**src/rtl/discharge_supervisor_if.sv**
```systemverilog
// Command/parameter/shot/status bundle between host-side sources and discharge_supervisor.
// Latency: none, wires only.
// Backpressure: shot_req is held until shot_ack; all other strobes are single-cycle with no backpressure.
interface discharge_supervisor_if #(
  parameter int NUM_SRC = 2,
  parameter int DATA_W  = 16
);
  logic [NUM_SRC-1:0] start_ack;
  logic [NUM_SRC-1:0] stop_ack;
  logic               param_wr;
  logic [1:0]         param_sel;
  logic [DATA_W-1:0]  param_wdata;
  logic               cycle_boundary;
  logic signed [15:0] sample_current;
  logic               shot_btn;
  logic               shot_ack;
  logic               status_clr;
  logic               is_machine;
  logic [DATA_W-1:0]  Ton;
  logic [DATA_W-1:0]  Toff;
  logic [DATA_W-1:0]  Ip;
  logic [DATA_W-1:0]  waveform;
  logic               param_pending;
  logic               shot_req;
  logic               shot_overflow;
  logic               fault;

  // Host / command-source side
  modport master (
    output start_ack, stop_ack, param_wr, param_sel, param_wdata, cycle_boundary,
           sample_current, shot_btn, shot_ack, status_clr,
    input  is_machine, Ton, Toff, Ip, waveform, param_pending, shot_req,
           shot_overflow, fault
  );

  // Supervisor side
  modport slave (
    input  start_ack, stop_ack, param_wr, param_sel, param_wdata, cycle_boundary,
           sample_current, shot_btn, shot_ack, status_clr,
    output is_machine, Ton, Toff, Ip, waveform, param_pending, shot_req,
           shot_overflow, fault
  );
endinterface

```
**src/rtl/discharge_supervisor.sv**
```systemverilog
// Run/parameter supervisor: merges start/stop sources, stages parameters, queues single shots, latches over-current (DSUP_OC_TRIP_EN).
// Latency: run enable, commit, fault and queue count all update on the edge that samples their inputs.
// Backpressure: shot_req held until shot_ack; presses beyond SHOT_DEPTH are dropped and flagged in shot_overflow.
module discharge_supervisor #(
  parameter int                 NUM_SRC      = 2,
  parameter logic [NUM_SRC-1:0] RST_RUN_MASK = 2'b01,
  parameter int                 DATA_W       = 16,
  parameter int                 SHOT_DEPTH   = 4,
  parameter logic [15:0]        OC_LIMIT     = 16'd78,
  parameter int                 OC_FILTER    = 4
) (
  input logic                   clk,
  input logic                   rst_n,
  discharge_supervisor_if.slave bus
);

  typedef enum logic [1:0] {IDLE, RUN, FAULT} state_t;

  localparam int              CW      = $clog2(SHOT_DEPTH + 1);
  localparam logic [CW-1:0]   DEPTH_C = CW'(SHOT_DEPTH);

  state_t             state, state_nxt;
  logic [NUM_SRC-1:0] run, run_nxt;
  logic               trip;

  logic [DATA_W-1:0]  shadow [4];
  logic [DATA_W-1:0]  active [4];
  logic               pending;
  logic               commit;

  logic [CW-1:0]      cnt;
  logic               overflow;
  logic               shot_req;
  logic               dec;

  // Stop beats start when both arrive on the same source in one cycle
  assign run_nxt = (run | bus.start_ack) & ~bus.stop_ack;

  // Per-source run latches
  always_ff @(posedge clk or negedge rst_n) begin
    if (!rst_n) run <= RST_RUN_MASK;
    else        run <= run_nxt;
  end

`ifdef DSUP_OC_TRIP_EN
  localparam logic [7:0] OC_LAST = 8'(OC_FILTER - 1);

  logic [16:0] cur_ext;
  logic [16:0] cur_mag;
  logic        over;
  logic [7:0]  oc_cnt;

  // 17-bit magnitude so that -32768 maps to +32768 instead of wrapping
  always_comb begin
    cur_ext = {bus.sample_current[15], bus.sample_current};
    cur_mag = bus.sample_current[15] ? (17'd0 - cur_ext) : cur_ext;
    over    = cur_mag > {1'b0, OC_LIMIT};
    trip    = over && (oc_cnt == OC_LAST) && (state != FAULT);
  end

  // Consecutive over-limit counter; any in-limit sample restarts it
  always_ff @(posedge clk or negedge rst_n) begin
    if (!rst_n)                oc_cnt <= '0;
    else if (!over)            oc_cnt <= '0;
    else if (oc_cnt != OC_LAST) oc_cnt <= oc_cnt + 8'd1;
  end
`else
  logic unused_sample;

  // Without the over-current option the sample input is ignored and FAULT is never entered
  assign unused_sample = ^bus.sample_current;
  assign trip          = 1'b0;
`endif

  // Next-state: run enable follows the updated latches, trip overrides, FAULT waits for a clear
  always_comb begin
    state_nxt = state;
    case (state)
      IDLE:    if (trip) state_nxt = FAULT;
               else if (&run_nxt) state_nxt = RUN;
      RUN:     if (trip) state_nxt = FAULT;
               else if (!(&run_nxt)) state_nxt = IDLE;
      FAULT:   if (bus.status_clr) state_nxt = IDLE;
      default: state_nxt = IDLE;
    endcase
  end

  // State register
  always_ff @(posedge clk or negedge rst_n) begin
    if (!rst_n) state <= IDLE;
    else        state <= state_nxt;
  end

  // Outside RUN there is no discharge in flight, so pending data may commit immediately
  assign commit = pending && (bus.cycle_boundary || (state != RUN));

  // Shadow writes and atomic commit; a same-cycle write lands in shadow after the copy
  always_ff @(posedge clk or negedge rst_n) begin
    if (!rst_n) begin
      for (int i = 0; i < 4; i++) begin
        shadow[i] <= '0;
        active[i] <= '0;
      end
      pending <= 1'b0;
    end else begin
      if (commit) begin
        for (int i = 0; i < 4; i++) active[i] <= shadow[i];
      end
      if (bus.param_wr) begin
        shadow[bus.param_sel] <= bus.param_wdata;
        pending               <= 1'b1;
      end else if (commit) begin
        pending <= 1'b0;
      end
    end
  end

  assign shot_req = (cnt != '0) && (state == IDLE);
  assign dec      = shot_req && bus.shot_ack;

  // Shot queue counter; fault entry discards queued presses, overflow set beats clear
  always_ff @(posedge clk or negedge rst_n) begin
    if (!rst_n) begin
      cnt      <= '0;
      overflow <= 1'b0;
    end else begin
      if (trip) begin
        cnt <= '0;
      end else if (bus.shot_btn && !dec) begin
        if (cnt != DEPTH_C) cnt <= cnt + 1'b1;
      end else if (dec && !bus.shot_btn) begin
        cnt <= cnt - 1'b1;
      end

      if (bus.shot_btn && !dec && (cnt == DEPTH_C) && !trip) overflow <= 1'b1;
      else if (bus.status_clr)                             overflow <= 1'b0;
    end
  end

  assign bus.is_machine    = (state == RUN);
  assign bus.Ton           = active[0];
  assign bus.Toff          = active[1];
  assign bus.Ip            = active[2];
  assign bus.waveform      = active[3];
  assign bus.param_pending = pending;
  assign bus.shot_req      = shot_req;
  assign bus.shot_overflow = overflow;
  assign bus.fault         = (state == FAULT);

endmodule

```
**src/flat_wrapper.sv**
```systemverilog
// flat-port wrapper written by rule: the top's interface ports become plain ports
module discharge_supervisor_flat 
#(
  parameter int                 NUM_SRC      = 2,
  parameter logic [NUM_SRC-1:0] RST_RUN_MASK = 2'b01,
  parameter int                 DATA_W       = 16,
  parameter int                 SHOT_DEPTH   = 4,
  parameter logic [15:0]        OC_LIMIT     = 16'd78,
  parameter int                 OC_FILTER    = 4
)
  (clk, rst_n, bus_start_ack, bus_stop_ack, bus_param_wr, bus_param_sel, bus_param_wdata, bus_cycle_boundary, bus_sample_current, bus_shot_btn, bus_shot_ack, bus_status_clr, bus_is_machine, bus_Ton, bus_Toff, bus_Ip, bus_waveform, bus_param_pending, bus_shot_req, bus_shot_overflow, bus_fault);
  discharge_supervisor_if #(.NUM_SRC(NUM_SRC), .DATA_W(DATA_W)) bus_i ();
  input logic clk;
  input logic rst_n;
  input wire logic [$bits(bus_i.start_ack)-1:0] bus_start_ack;
  input wire logic [$bits(bus_i.stop_ack)-1:0] bus_stop_ack;
  input wire logic [$bits(bus_i.param_wr)-1:0] bus_param_wr;
  input wire logic [$bits(bus_i.param_sel)-1:0] bus_param_sel;
  input wire logic [$bits(bus_i.param_wdata)-1:0] bus_param_wdata;
  input wire logic [$bits(bus_i.cycle_boundary)-1:0] bus_cycle_boundary;
  input wire logic [$bits(bus_i.sample_current)-1:0] bus_sample_current;
  input wire logic [$bits(bus_i.shot_btn)-1:0] bus_shot_btn;
  input wire logic [$bits(bus_i.shot_ack)-1:0] bus_shot_ack;
  input wire logic [$bits(bus_i.status_clr)-1:0] bus_status_clr;
  output wire logic [$bits(bus_i.is_machine)-1:0] bus_is_machine;
  output wire logic [$bits(bus_i.Ton)-1:0] bus_Ton;
  output wire logic [$bits(bus_i.Toff)-1:0] bus_Toff;
  output wire logic [$bits(bus_i.Ip)-1:0] bus_Ip;
  output wire logic [$bits(bus_i.waveform)-1:0] bus_waveform;
  output wire logic [$bits(bus_i.param_pending)-1:0] bus_param_pending;
  output wire logic [$bits(bus_i.shot_req)-1:0] bus_shot_req;
  output wire logic [$bits(bus_i.shot_overflow)-1:0] bus_shot_overflow;
  output wire logic [$bits(bus_i.fault)-1:0] bus_fault;
  assign bus_i.start_ack = bus_start_ack;
  assign bus_i.stop_ack = bus_stop_ack;
  assign bus_i.param_wr = bus_param_wr;
  assign bus_i.param_sel = bus_param_sel;
  assign bus_i.param_wdata = bus_param_wdata;
  assign bus_i.cycle_boundary = bus_cycle_boundary;
  assign bus_i.sample_current = bus_sample_current;
  assign bus_i.shot_btn = bus_shot_btn;
  assign bus_i.shot_ack = bus_shot_ack;
  assign bus_i.status_clr = bus_status_clr;
  assign bus_is_machine = bus_i.is_machine;
  assign bus_Ton = bus_i.Ton;
  assign bus_Toff = bus_i.Toff;
  assign bus_Ip = bus_i.Ip;
  assign bus_waveform = bus_i.waveform;
  assign bus_param_pending = bus_i.param_pending;
  assign bus_shot_req = bus_i.shot_req;
  assign bus_shot_overflow = bus_i.shot_overflow;
  assign bus_fault = bus_i.fault;
  discharge_supervisor #(.NUM_SRC(NUM_SRC), .RST_RUN_MASK(RST_RUN_MASK), .DATA_W(DATA_W), .SHOT_DEPTH(SHOT_DEPTH), .OC_LIMIT(OC_LIMIT), .OC_FILTER(OC_FILTER)) u_core (.clk(clk), .rst_n(rst_n), .bus(bus_i));
endmodule
```
**config.mk**
```make
export PLATFORM = sky130hd
export DESIGN_NAME = discharge_supervisor_flat
export DESIGN_NICKNAME = d
export VERILOG_FILES = /design/src/rtl/discharge_supervisor_if.sv /design/src/rtl/discharge_supervisor.sv /design/src/flat_wrapper.sv
export SDC_FILE = /design/constraint.sdc
export NUM_CORES = 1
export LEC_CHECK = 0
export BUFFER_PORTS_ARGS = -buffer_cell sky130_fd_sc_hd__clkbuf_2
export CAP_MARGIN = 20
export CORE_ASPECT_RATIO = 1.1
export CORE_UTILIZATION = 48
export DETAILED_ROUTE_END_ITERATION = 8
export MAX_ROUTING_LAYER = met4
export PLACE_DENSITY = 0.75
export SLEW_MARGIN = 10
export SYNTH_ARGS = -nofsm -noshare
export SYNTH_HDL_FRONTEND = slang
export SYNTH_SLANG_ARGS = --single-unit
```
**constraint.sdc**
```tcl
create_clock -name clk -period 2.3 [get_ports clk]
set_clock_uncertainty 0.15 [all_clocks]
set_input_delay 0.115 -clock clk [delete_from_list [all_inputs] [get_ports clk]]
set_output_delay 0.115 -clock clk [all_outputs]
set_load 0.03 [all_outputs]
```
==> results_dict.tcl, run 1 <==
set metrics [dict create \
    result_of_the_run "finished, final reports clean" \
    detail-route-antenna-nets 0 \
    cts.reportedPaths.clkPinSlew_ns 0.06 \
    routedWlPerCell_um 16.9 \
    cts_inserted_buffers 17 \
    yosysWarningCount 0 \
    grt_setup_unrepaired "no" \
    clkPwrFrac_pct 36.3 \
    die_x_um 102 \
    timing.critical_path.slowest_stage_cell "sky130_fd_sc_hd__or3b_4" \
    simple_logic_cell_fraction_of_the_synthesized_area_pct 2.77 \
    globalRouteTotalUtil_pct 20.9 \
    max_clock_freq_ghz 0.461 \
    timing.final.max_slew_violations 0 \
    timing.critical_path.from_type "register" \
    ys_dominant_reg_cell "sky130_fd_sc_hd__dfrtp_1" \
    cts_htree_levels 4 \
    synth_largest_area_cell "sky130_fd_sc_hd__dfrtp_1" \
    switching_power_w 0.00244 \
    ys_async_sr_fraction_pct 100 \
    dp_hpwl_mm 6.49 \
    post_synth_main_area_contributors "sky130_fd_sc_hd__dfrtp_1 64%, sky130_fd_sc_hd__mux2_2 26%, sky130_fd_sc_hd__mux2_1 1.3%" \
    synth_compound_gate_area_share_pct 1.91 \
    dp_cells 556 \
    postSynthRegisterBits 136 \
    final-instance-count-excl-fill 616 \
    gp_congestion 0.769 \
    setup-violations-final 0 \
    grt_pass1_vias 3383 \
    critPathArrivalTime_ns 2.33 \
    synth_commonest_cells "135 x sky130_fd_sc_hd__dfrtp_1, 122 x sky130_fd_sc_hd__mux2_2, 8 x sky130_fd_sc_hd__nor2_1, 6 x sky130_fd_sc_hd__inv_1, 6 x sky130_fd_sc_hd__mux2_1" \
    synthMostInstantiatedCell "sky130_fd_sc_hd__dfrtp_1" \
    routed-via-count 3102 \
    power.combinational.fraction_pct 24.2 \
    clk_root_buffer_cell "sky130_fd_sc_hd__clkbuf_16" \
    synth_adder_area_share_pct 0.381 \
    p_leak_nw 3.16 \
    syn_area_per_cell_um2 16.4 \
    vias_per_cell 5.04 \
    worst_ir_drop_vdd_v 0.000637 \
    area_growth_from_synthesis_to_layout_pct 30.9 \
    die_height_um 112 \
    number_of_iterations_in_the_first_detailed_routing_pass 4 \
    timing.slew.headroom_pct 60.7 \
    highest_cell_delay_on_the_worst_timing_path_ns 0.39 \
    cts.sink_count 136 \
    main_combinational_cell_family_by_area_after_synthesis "multiplexers" \
    register_area_share_after_synthesis_pct 64.9 \
    cp.required_ns 2.46 \
    first_pass_grt_wire_length_mm 17.0 \
    floorplan.io_pins 114 \
    period_share_pct 94.4 \
    post_synth_xor_area_fraction_pct 0.334 \
    final_layout_size_suffix_gt1_share_pct 57.1 \
    crit_type "reg -> reg" \
    synth-edff-count 0 \
    tritoncts_clock_tree "built" \
    drc 0 \
    internal_power_component_w 0.00572 \
    start_util_pct 50.0 \
    setup_tns_after_final_layout_ns 0 \
    post-synth-top-area-fraction_pct 64.4 \
    max_cap_violations 0 \
    n_antenna_cell 0 \
    cts_max_path_buffers 2 \
    clock_insertion_delay_worst_skew_ns 0.40 \
    grt_overflow_total 0 \
    die_area_um2 11400 \
    hold_viol_final 0 \
    syn-instance-count 320 \
    post-route-min-period_ns 2.17 \
    grt_antenna_before_repair 0 \
    timing_worst_slew_pin_value_ns 0.586 \
    synth.lib_cells_used.distinct 34 \
    power.sequential.fraction_pct 39.5 \
    hold_path.class "in -> reg" \
    powerDensity_nw_per_um2 1190 \
    final_net_count 506 \
    muxShareOfSynthArea_pct 27.5 \
    place.port_buffers 96 \
    timing.critical_path.cells "nor3_2 -> o21ai_2 -> fa_2 -> or3b_4 -> o32a_1 -> o221ai_1" \
    swShare_pct 29.9 \
    placeable_core_area_um2 10500 \
    worst_path_fanout_max 3 \
    pin_count_of_the_biggest_net_entering_global_routing 65 \
    std_cell_rows 39 \
    detail_route.iter0.violations 92 \
    end_kind "register" \
    drt_wl_total_mm 10.4 \
    syn_std_cell_area_um2 5250 \
    syn_nets 366 \
]
area by class of cell:
type / instances / area [µm²]
clock inverter: 11 / 194
sequential: 136 / 3410
multi-input combinational: 166 / 1750
timing repair buffer: 133 / 860
tap: 143 / 179
fill: 770 / 3620
inverter: 6 / 22.5
clock buffer: 21 / 460
flip-flops by register name, indices dropped and copies added (netlist names):
| signal | flops |
|---|---|
| u_core.shadow | 64 |
| u_core.bus.Ton | 16 |
| u_core.bus.shot_overflow | 1 |
| u_core.bus.waveform | 16 |
| u_core.cnt | 3 |
| u_core.state | 1 |
| u_core.run | 2 |
| u_core.bus.Ip | 16 |
| u_core.bus.param_pending | 1 |
| u_core.bus.Toff | 16 |
through the flow:
step	instance area, µm²	hold slack (ns)	utilization, %	total power [W]	setup slack [ns]
3_5_place_dp	5920	-0.0400	56.4	0.00518	-0.109
3_3_place_gp	5920	-0.0446	56.4	0.00507	0.0577
4_1_cts	6860	0.0289	65.4	0.00823	0.0297
2_1_floorplan	5260	-0.331	-	0.00452	0.00801
6_report	6870	0.0826	65.5	0.00816	0.129
5_1_grt	6870	0.0884	65.5	0.00854	0.0506
metal layers:
metal	up-vias	part of all wire, %	wire length, µm	GRT usage, %
li1	1419	-	-	-
met1	1600	44	4530	25.3
met2	73	52	5390	33.5
met3	10	3.5	365	5.65
met4	0	0.99	103	7.15
met5	-	0	0	-
placed cells by master (no fill, tap or decap), types with 2 or more instances in the layout:
master,count
sky130_fd_sc_hd__buf_12,2
sky130_fd_sc_hd__buf_4,7
sky130_fd_sc_hd__bufinv_16,5
sky130_fd_sc_hd__clkbuf_1,2
sky130_fd_sc_hd__clkbuf_16,17
sky130_fd_sc_hd__clkbuf_2,95
sky130_fd_sc_hd__clkbuf_8,2
sky130_fd_sc_hd__clkinv_2,2
sky130_fd_sc_hd__clkinv_4,2
sky130_fd_sc_hd__dfrtp_1,134
sky130_fd_sc_hd__dlygate4sd3_1,28
sky130_fd_sc_hd__inv_1,6
sky130_fd_sc_hd__mux2_1,6
sky130_fd_sc_hd__mux2_2,122
sky130_fd_sc_hd__nand3b_2,2
sky130_fd_sc_hd__nor2_1,8
sky130_fd_sc_hd__o211ai_1,2
sky130_fd_sc_hd__o21ai_0,2
sky130_fd_sc_hd__xnor2_1,2
power by group through the flow:
stage	Clock (W)	Combinational, W	Sequential [W]
floorplan	0	0.000701	0.00382
finish	0.00296	0.00198	0.00323
global placement	0	0.00185	0.00322
detailed placement	0	0.00192	0.00326
global route	0.00314	0.00211	0.00329
CTS	0.00301	0.00198	0.00323
cell families (layout without fill, tap and decap cells):
| family | count (synthesis) | after routing |
|---|---|---|
| and+or+nand+nor | 22 | 22 |
| DFF | 136 | 136 |
| adders and majority gates | 1 | 1 |
| other | 1 | 1 |
| xor gates and xnor gates | 2 | 2 |
| AOI/OAI and AO/OA | 12 | 12 |
| buffers and inverters | 18 | 171 |
| muxes | 128 | 128 |
worst max-delay path, delay by kind of cell (launching register included):
kind / cells / cell delay, ns
AOI/OAI and AO/OA: 3 / 0.56
adders and majority gates: 1 / 0.37
DFF: 1 / 0.38
and+or+nand+nor: 2 / 0.62
repair_timing:
action                     in CTS  in global routing
setup endpoints to repair       1                  1
gates cloned                    0                  0
pin swaps                       0                  2
resized for setup               3                  2
buffers inserted                0                  0
hold endpoints to repair      176                  0
hold buffers                   28                  0
worst paths after layout:
path	startpoint	cells past startpoint	to	slack, ns
hold reg to reg	u_core.shadow[25]$_DFFE_PN0P_	1	u_core.bus.Ip[9]$_DFFE_PN0P_	0.33
hold / removal	bus_shot_ack	4	u_core.cnt[0]$_DFFE_PN0P_	0.08
setup reg to reg	u_core.cnt[1]$_DFFE_PN0P_	6	u_core.cnt[2]$_DFFE_PN0P_	0.13
setup / recovery	u_core.cnt[1]$_DFFE_PN0P_	6	u_core.cnt[2]$_DFFE_PN0P_	0.13
max in group asynchronous	rst_n	3	u_core.shadow[38]$_DFFE_PN0P_	1.22
min in group asynchronous	rst_n	2	u_core.shadow[29]$_DFFE_PN0P_	0.09
Note: power is estimated with default switching activity, not from simulation.
==> run 2, diff against run 1 <==
- CELL_PAD_IN_SITES_DETAIL_PLACEMENT: unset -> 1
- CELL_PAD_IN_SITES_GLOBAL_PLACEMENT: unset -> 2
- CORE_UTILIZATION: 48 -> 34
- PLACE_DENSITY: 0.75 -> 0.83
==> run 2 against run 1 <==
Compared with the run above:
- total power decreased by 4.5%
- design area decreased by 0.13%
- highest routed layer unchanged
- via count increased by 2.1%
- non-clock buffer count increased by 3
- critical path type unchanged
- global-route usage decreased by 4.3 points
==> results_dict.tcl, run 2 (synthesized netlist as in run 1, its figures left out) <==
set metrics [dict create \
    crit_type "reg -> reg" \
    timing.critical_path.from_type "register" \
    cts.sink_count 136 \
    worst_path_fanout_max 3 \
    placeable_core_area_um2 15100 \
    drc 0 \
    area_growth_from_synthesis_to_layout_pct 30.7 \
    detail-route-antenna-nets 0 \
    floorplan.io_pins 114 \
    timing.final.max_slew_violations 0 \
    largest_register "u_core.shadow" \
    critPathArrivalTime_ns 2.39 \
    post-route-util_pct 45.6 \
    final_layout_size_suffix_gt1_share_pct 57.2 \
    vias_per_cell 4.73 \
    gp_congestion 0.779 \
    reg2regPathDepth 6 \
    critical_path.reg2reg.endpoint "u_core.cnt[2]$_DFFE_PN0P_" \
    timing.critical_path.from "u_core.cnt[1]$_DFFE_PN0P_" \
    worst_ir_drop_vdd_v 0.000513 \
    n_antenna_cell 0 \
    grt_antenna_before_repair 0 \
    filler_cell_count 1575 \
    result_of_the_run "finished, final reports clean" \
    cts.reportedPaths.clkPinSlew_ns 0.06 \
    clock_insertion_delay_worst_skew_ns 0.42 \
    setup-violations-final 0 \
    cts_htree_levels 4 \
    timing.slew.headroom_pct 60.5 \
    hold_path.class "in -> reg" \
    cp.required_ns 2.48 \
    tritoncts_clock_tree "built" \
    final_net_count 509 \
    post-route-min-period_ns 2.21 \
    max_clock_freq_ghz 0.453 \
    detail_route.iter0.violations 120 \
    timing_worst_slew_pin_value_ns 0.590 \
    number_of_flip_flops_under_the_largest_register_name 64 \
    timing.critical_path.to "u_core.cnt[2]$_DFFE_PN0P_" \
    period_share_pct 96.1 \
    routedWlPerCell_um 17.0 \
    grt_overflow_total 0 \
    pin_count_of_the_biggest_net_entering_global_routing 65 \
    r2r_slack_ns 0.09 \
    dpl_ws_ns -0.0353 \
    grt_pass1_vias 3589 \
    setup_slack_ns 0.0903 \
    start_util_pct 34.9 \
    die_height_um 132 \
    globalRouteTotalUtil_pct 16.5 \
    cts_max_path_buffers 2 \
    dp_hpwl_mm 7.37 \
    end_kind "register" \
    mostFrequentLayoutCell "sky130_fd_sc_hd__dfrtp_1" \
    powerDensity_nw_per_um2 1140 \
    cts_inserted_buffers 17 \
    hold_viol_final 0 \
    grt_setup_unrepaired "no" \
    std_cell_rows 47 \
    drt_wl_total_mm 11.4 \
    reg_to_reg_critical_path_startpoint "u_core.cnt[1]$_DFFE_PN0P_" \
    number_of_iterations_in_the_first_detailed_routing_pass 4 \
    die_x_um 120 \
    clk_root_buffer_cell "sky130_fd_sc_hd__clkbuf_16" \
    routed-via-count 3167 \
    place.port_buffers 96 \
    max_cap_violations 0 \
    die_area_um2 15900 \
    mostFrequentLayoutCells "134 x sky130_fd_sc_hd__dfrtp_1, 122 x sky130_fd_sc_hd__mux2_2, 95 x sky130_fd_sc_hd__clkbuf_2" \
    p_leak_nw 3.12 \
    first_pass_grt_wire_length_mm 19.2 \
]
run 2: cell count changes in the layout (fill, tap and decap cells not counted):
| cell | delta |
|---|---|
| sky130_fd_sc_hd__buf_4 | +3 |
| sky130_fd_sc_hd__bufinv_16 | -4 |
| sky130_fd_sc_hd__clkbuf_1 | -2 |
| sky130_fd_sc_hd__clkbuf_8 | +1 |
| sky130_fd_sc_hd__clkinv_4 | -1 |
| sky130_fd_sc_hd__clkinvlp_4 | +3 |
| sky130_fd_sc_hd__inv_6 | +1 |
| sky130_fd_sc_hd__o21ai_1 | +1 |
| sky130_fd_sc_hd__o21ai_2 | -1 |
| sky130_fd_sc_hd__or3b_1 | +1 |
| sky130_fd_sc_hd__or3b_4 | -1 |
run 2: cell type report:
type	count	area, µm²	area share [%]
Clock buffer	20	467	6.80
Clock inverter	10	96.3	1.40
Inverter	6	22.5	0.328
Multi-Input combinational cell	166	1740	25.4
Sequential cell	136	3410	49.6
Tap cell	196	245	3.57
Timing Repair Buffer	136	882	12.9
run 2: where the power goes:
group	leakage (nW)	internal [W]	total [W]	switching [W]
Sequential	1.61	0.00294	0.00322	0.000286
Combinational	1.24	0.000816	0.00201	0.00120
Clock	0.267	0.00156	0.00256	0.00100
Total	3.12	0.00532	0.00780	0.00248
run 2: worst max-delay path: stages, from the launching register on:
cell and delay, ns:
sky130_fd_sc_hd__dfrtp_1 0.39, sky130_fd_sc_hd__nor3_2 0.21, sky130_fd_sc_hd__o21ai_1 0.11, sky130_fd_sc_hd__fa_2 0.42, sky130_fd_sc_hd__or3b_1 0.38, sky130_fd_sc_hd__o32a_1 0.30, sky130_fd_sc_hd__o221ai_1 0.16
run 2: routing by layer:
metal,part of all wire [%],global-route usage (%)
met1,42,19.1
met2,51,26.8
met3,4.4,4.63
met4,2.4,7.06
met5,0,-
run 2: worst min-delay path by stage:
stage,start,cells past startpoint,to
after floorplan,rst_n,0,u_core.bus.Ip[0]$_DFFE_PN0P_
after CTS,bus_shot_ack,4,u_core.cnt[0]$_DFFE_PN0P_
after global placement,rst_n,1,u_core.bus.waveform[7]$_DFFE_PN0P_
after global routing,bus_shot_ack,4,u_core.cnt[0]$_DFFE_PN0P_
final,bus_shot_ack,4,u_core.cnt[0]$_DFFE_PN0P_
after detailed placement,rst_n,1,u_core.bus.waveform[7]$_DFFE_PN0P_
run 2: metrics by stage:
stage / instances / area (µm²) / hold slack (ns) / setup TNS, ns / power, W
final: 670 / 6860 / 0.0935 / 0 / 0.00780
after CTS: 669 / 6850 / 0.0614 / 0 / 0.00790
after global placement: 611 / 6000 / -0.0219 / 0 / 0.00510
after detailed placement: 611 / 6000 / -0.00930 / -0.0353 / 0.00523
after global routing: 670 / 6860 / 0.0887 / 0 / 0.00820
after floorplan: 320 / 5260 / -0.331 / 0 / 0.00452
run 2: repair_timing:
action | in CTS | in global routing
gates resized for setup | 2 | 1
endpoints found under the hold margin | 173 | 0
pin swaps | 0 | 1
setup endpoints to repair | 1 | 1
hold buffers | 28 | 0
setup buffers | 0 | 1
==> run 3, diff against run 2 <==
- PLACE_DENSITY: 0.83 -> 0.78
==> run 3 against run 2 <==
Compared with the run above:
- core utilization rose by 0.24 points
- hold slack got worse by 0.043 ns
- combinational power barely moved
- setup slack improved by 0.0019 ns
- clock-buffer cell count fell by 3
- sequential power barely moved
- first-iteration DRC count fell by 14%
==> results_dict.tcl, run 3 (synthesized netlist as in run 1, its figures left out) <==
set metrics [dict create \
    result_of_the_run "finished, final reports clean" \
    detail_route.iter0.violations 103 \
    cts.reportedPaths.clkPinSlew_ns 0.06 \
    clk_root_buffer_cell "sky130_fd_sc_hd__clkbuf_16" \
    min_delay_src "bus_shot_ack" \
    worst_path_fanout_max 3 \
    routed-via-count 3147 \
    setup-violations-final 0 \
    final-instance-count-excl-fill 670 \
    p_leak_nw 3.13 \
    clock_insertion_delay_worst_skew_ns 0.41 \
    grt_pass1_vias 3520 \
    powerDensity_nw_per_um2 1150 \
    dp_cells 610 \
    mostFrequentLayoutCells "134 x sky130_fd_sc_hd__dfrtp_1, 122 x sky130_fd_sc_hd__mux2_2, 95 x sky130_fd_sc_hd__clkbuf_2" \
    die_height_um 132 \
    grt_antenna_before_repair 0 \
    timing_worst_slew_pin_value_ns 0.596 \
    final_net_count 507 \
    hold_path.class "in -> reg" \
    cts.sink_count 136 \
    dp_hpwl_mm 7.45 \
    reg_to_reg_critical_path_startpoint "u_core.cnt[1]$_DFFE_PN0P_" \
    timing.final.max_slew_violations 0 \
    detail-route-antenna-nets 0 \
    globalRouteTotalUtil_pct 16.2 \
    post_cts.repair.setup_buffers 0 \
    hold_viol_final 0 \
    pin_count_of_the_biggest_net_entering_global_routing 58 \
    timing.critical_path.slowest_stage_cell "sky130_fd_sc_hd__fa_2" \
    std_cell_rows 47 \
    die_area_um2 15900 \
    period_share_pct 96.0 \
    grt_setup_unrepaired "no" \
    cts_inserted_buffers 17 \
    drt_wl_total_mm 11.5 \
    die_x_um 120 \
    mostFrequentLayoutCell "sky130_fd_sc_hd__dfrtp_1" \
    n_antenna_cell 0 \
    floorplan.io_pins 114 \
    cp.required_ns 2.47 \
    largest_register "u_core.shadow" \
    timing.critical_path.from_type "register" \
    area_growth_from_synthesis_to_layout_pct 31.4 \
    number_of_iterations_in_the_first_detailed_routing_pass 4 \
    timing.slew.headroom_pct 60.0 \
    end_kind "register" \
    setup_tns_after_final_layout_ns 0 \
    first_pass_grt_wire_length_mm 18.8 \
    grt_overflow_total 0 \
    start_util_pct 34.9 \
    drc 0 \
    max_clock_freq_ghz 0.453 \
    vias_per_cell 4.70 \
    critPathArrivalTime_ns 2.38 \
    timing.critical_path.from "u_core.cnt[1]$_DFFE_PN0P_" \
    place.port_buffers 96 \
    cts_htree_levels 4 \
    final_layout_size_suffix_gt1_share_pct 57.2 \
    tritoncts_clock_tree "built" \
    routedWlPerCell_um 17.1 \
    timing.critical_path.cells "nor3_2 -> o21ai_1 -> fa_2 -> or3b_1 -> o32a_1 -> o221ai_1" \
    crit_type "reg -> reg" \
    max_cap_violations 0 \
    worst_ir_drop_vdd_v 0.000558 \
    gp_congestion 0.754 \
    highest_cell_delay_on_the_worst_timing_path_ns 0.39 \
    post-route-min-period_ns 2.21 \
    number_of_flip_flops_under_the_largest_register_name 64 \
    placeable_core_area_um2 15100 \
    cts_max_path_buffers 2 \
]
[run 3: cell count changes in the layout (fill, tap and decap cells not counted)]
cell and change:
sky130_fd_sc_hd__clkinvlp_4 +2, sky130_fd_sc_hd__clkbuf_8 -3, sky130_fd_sc_hd__buf_12 +1, sky130_fd_sc_hd__bufinv_16 +2, sky130_fd_sc_hd__clkinv_2 +1, sky130_fd_sc_hd__buf_4 -3
[run 3: layout make-up]
| type | instances | area, µm² |
|---|---|---|
| clock buffer | 17 | 425 |
| clock inverter | 15 | 176 |
| fill | 1545 | 8160 |
| inverter | 6 | 22.5 |
| multi-input combinational | 166 | 1740 |
| sequential | 136 | 3410 |
| tap | 196 | 245 |
| timing repair buffer | 134 | 880 |
[run 3: worst paths after layout]
kind | endpoint | slack (ns) | cells after the start
setup / recovery | u_core.cnt[2]$_DFFE_PN0P_ | 0.09 | 6
hold / removal | u_core.cnt[1]$_DFFE_PN0P_ | 0.05 | 4
setup reg to reg | u_core.cnt[2]$_DFFE_PN0P_ | 0.09 | 6
hold reg to reg | u_core.bus.Ip[5]$_DFFE_PN0P_ | 0.33 | 1
max in group asynchronous | u_core.run[0]$_DFF_PN1_ | 1.20 | 3
min in group asynchronous | u_core.bus.Toff[2]$_DFFE_PN0P_ | 0.09 | 2
[run 3: worst max-delay path: cells and delay by family (launching register included)]
| kind | cells | cell delay [ns] |
|---|---|---|
| flops | 1 | 0.38 |
| simple gates | 2 | 0.60 |
| fa+ha+maj | 1 | 0.39 |
| compound gates | 3 | 0.60 |
[run 3: metal layers]
layer / global-route usage (%) / wire length, µm / share of wire [%]
met5: - / 0 / 0
met2: 26.2 / 5960 / 52
met4: 6.31 / 164 / 1.4
met3: 4.84 / 483 / 4.2
met1: 18.8 / 4840 / 42
[run 3: timing repair]
item	4_1_cts	5_1_grt
gates cloned	0	0
hold buffers	28	0
gates resized for setup	2	1
endpoints found under the setup margin	1	1
pin swaps	0	2
endpoints found under the hold margin	206	0
[run 3: metrics by stage]
stage | utilization (%) | hold slack [ns] | setup WS (ns) | power, W | cell area [µm²]
2_1_floorplan | - | -0.331 | 0.00801 | 0.00452 | 5260
3_3_place_gp | 39.9 | -0.0249 | 0.00992 | 0.00511 | 6010
3_5_place_dp | 39.9 | -0.0157 | -0.0760 | 0.00522 | 6010
4_1_cts | 45.8 | 0.0167 | 0.00341 | 0.00808 | 6900
5_1_grt | 45.8 | 0.0736 | 0.0170 | 0.00836 | 6900
6_report | 45.8 | 0.0508 | 0.0922 | 0.00795 | 6900
[run 3: report_power, final]
| group | total (W) | internal (W) | switching [W] |
|---|---|---|---|
| combinational | 0.00199 | 0.000803 | 0.00119 |
| sequential | 0.00322 | 0.00294 | 0.000282 |
| clock | 0.00274 | 0.00170 | 0.00104 |
| total | 0.00795 | 0.00544 | 0.00251 |
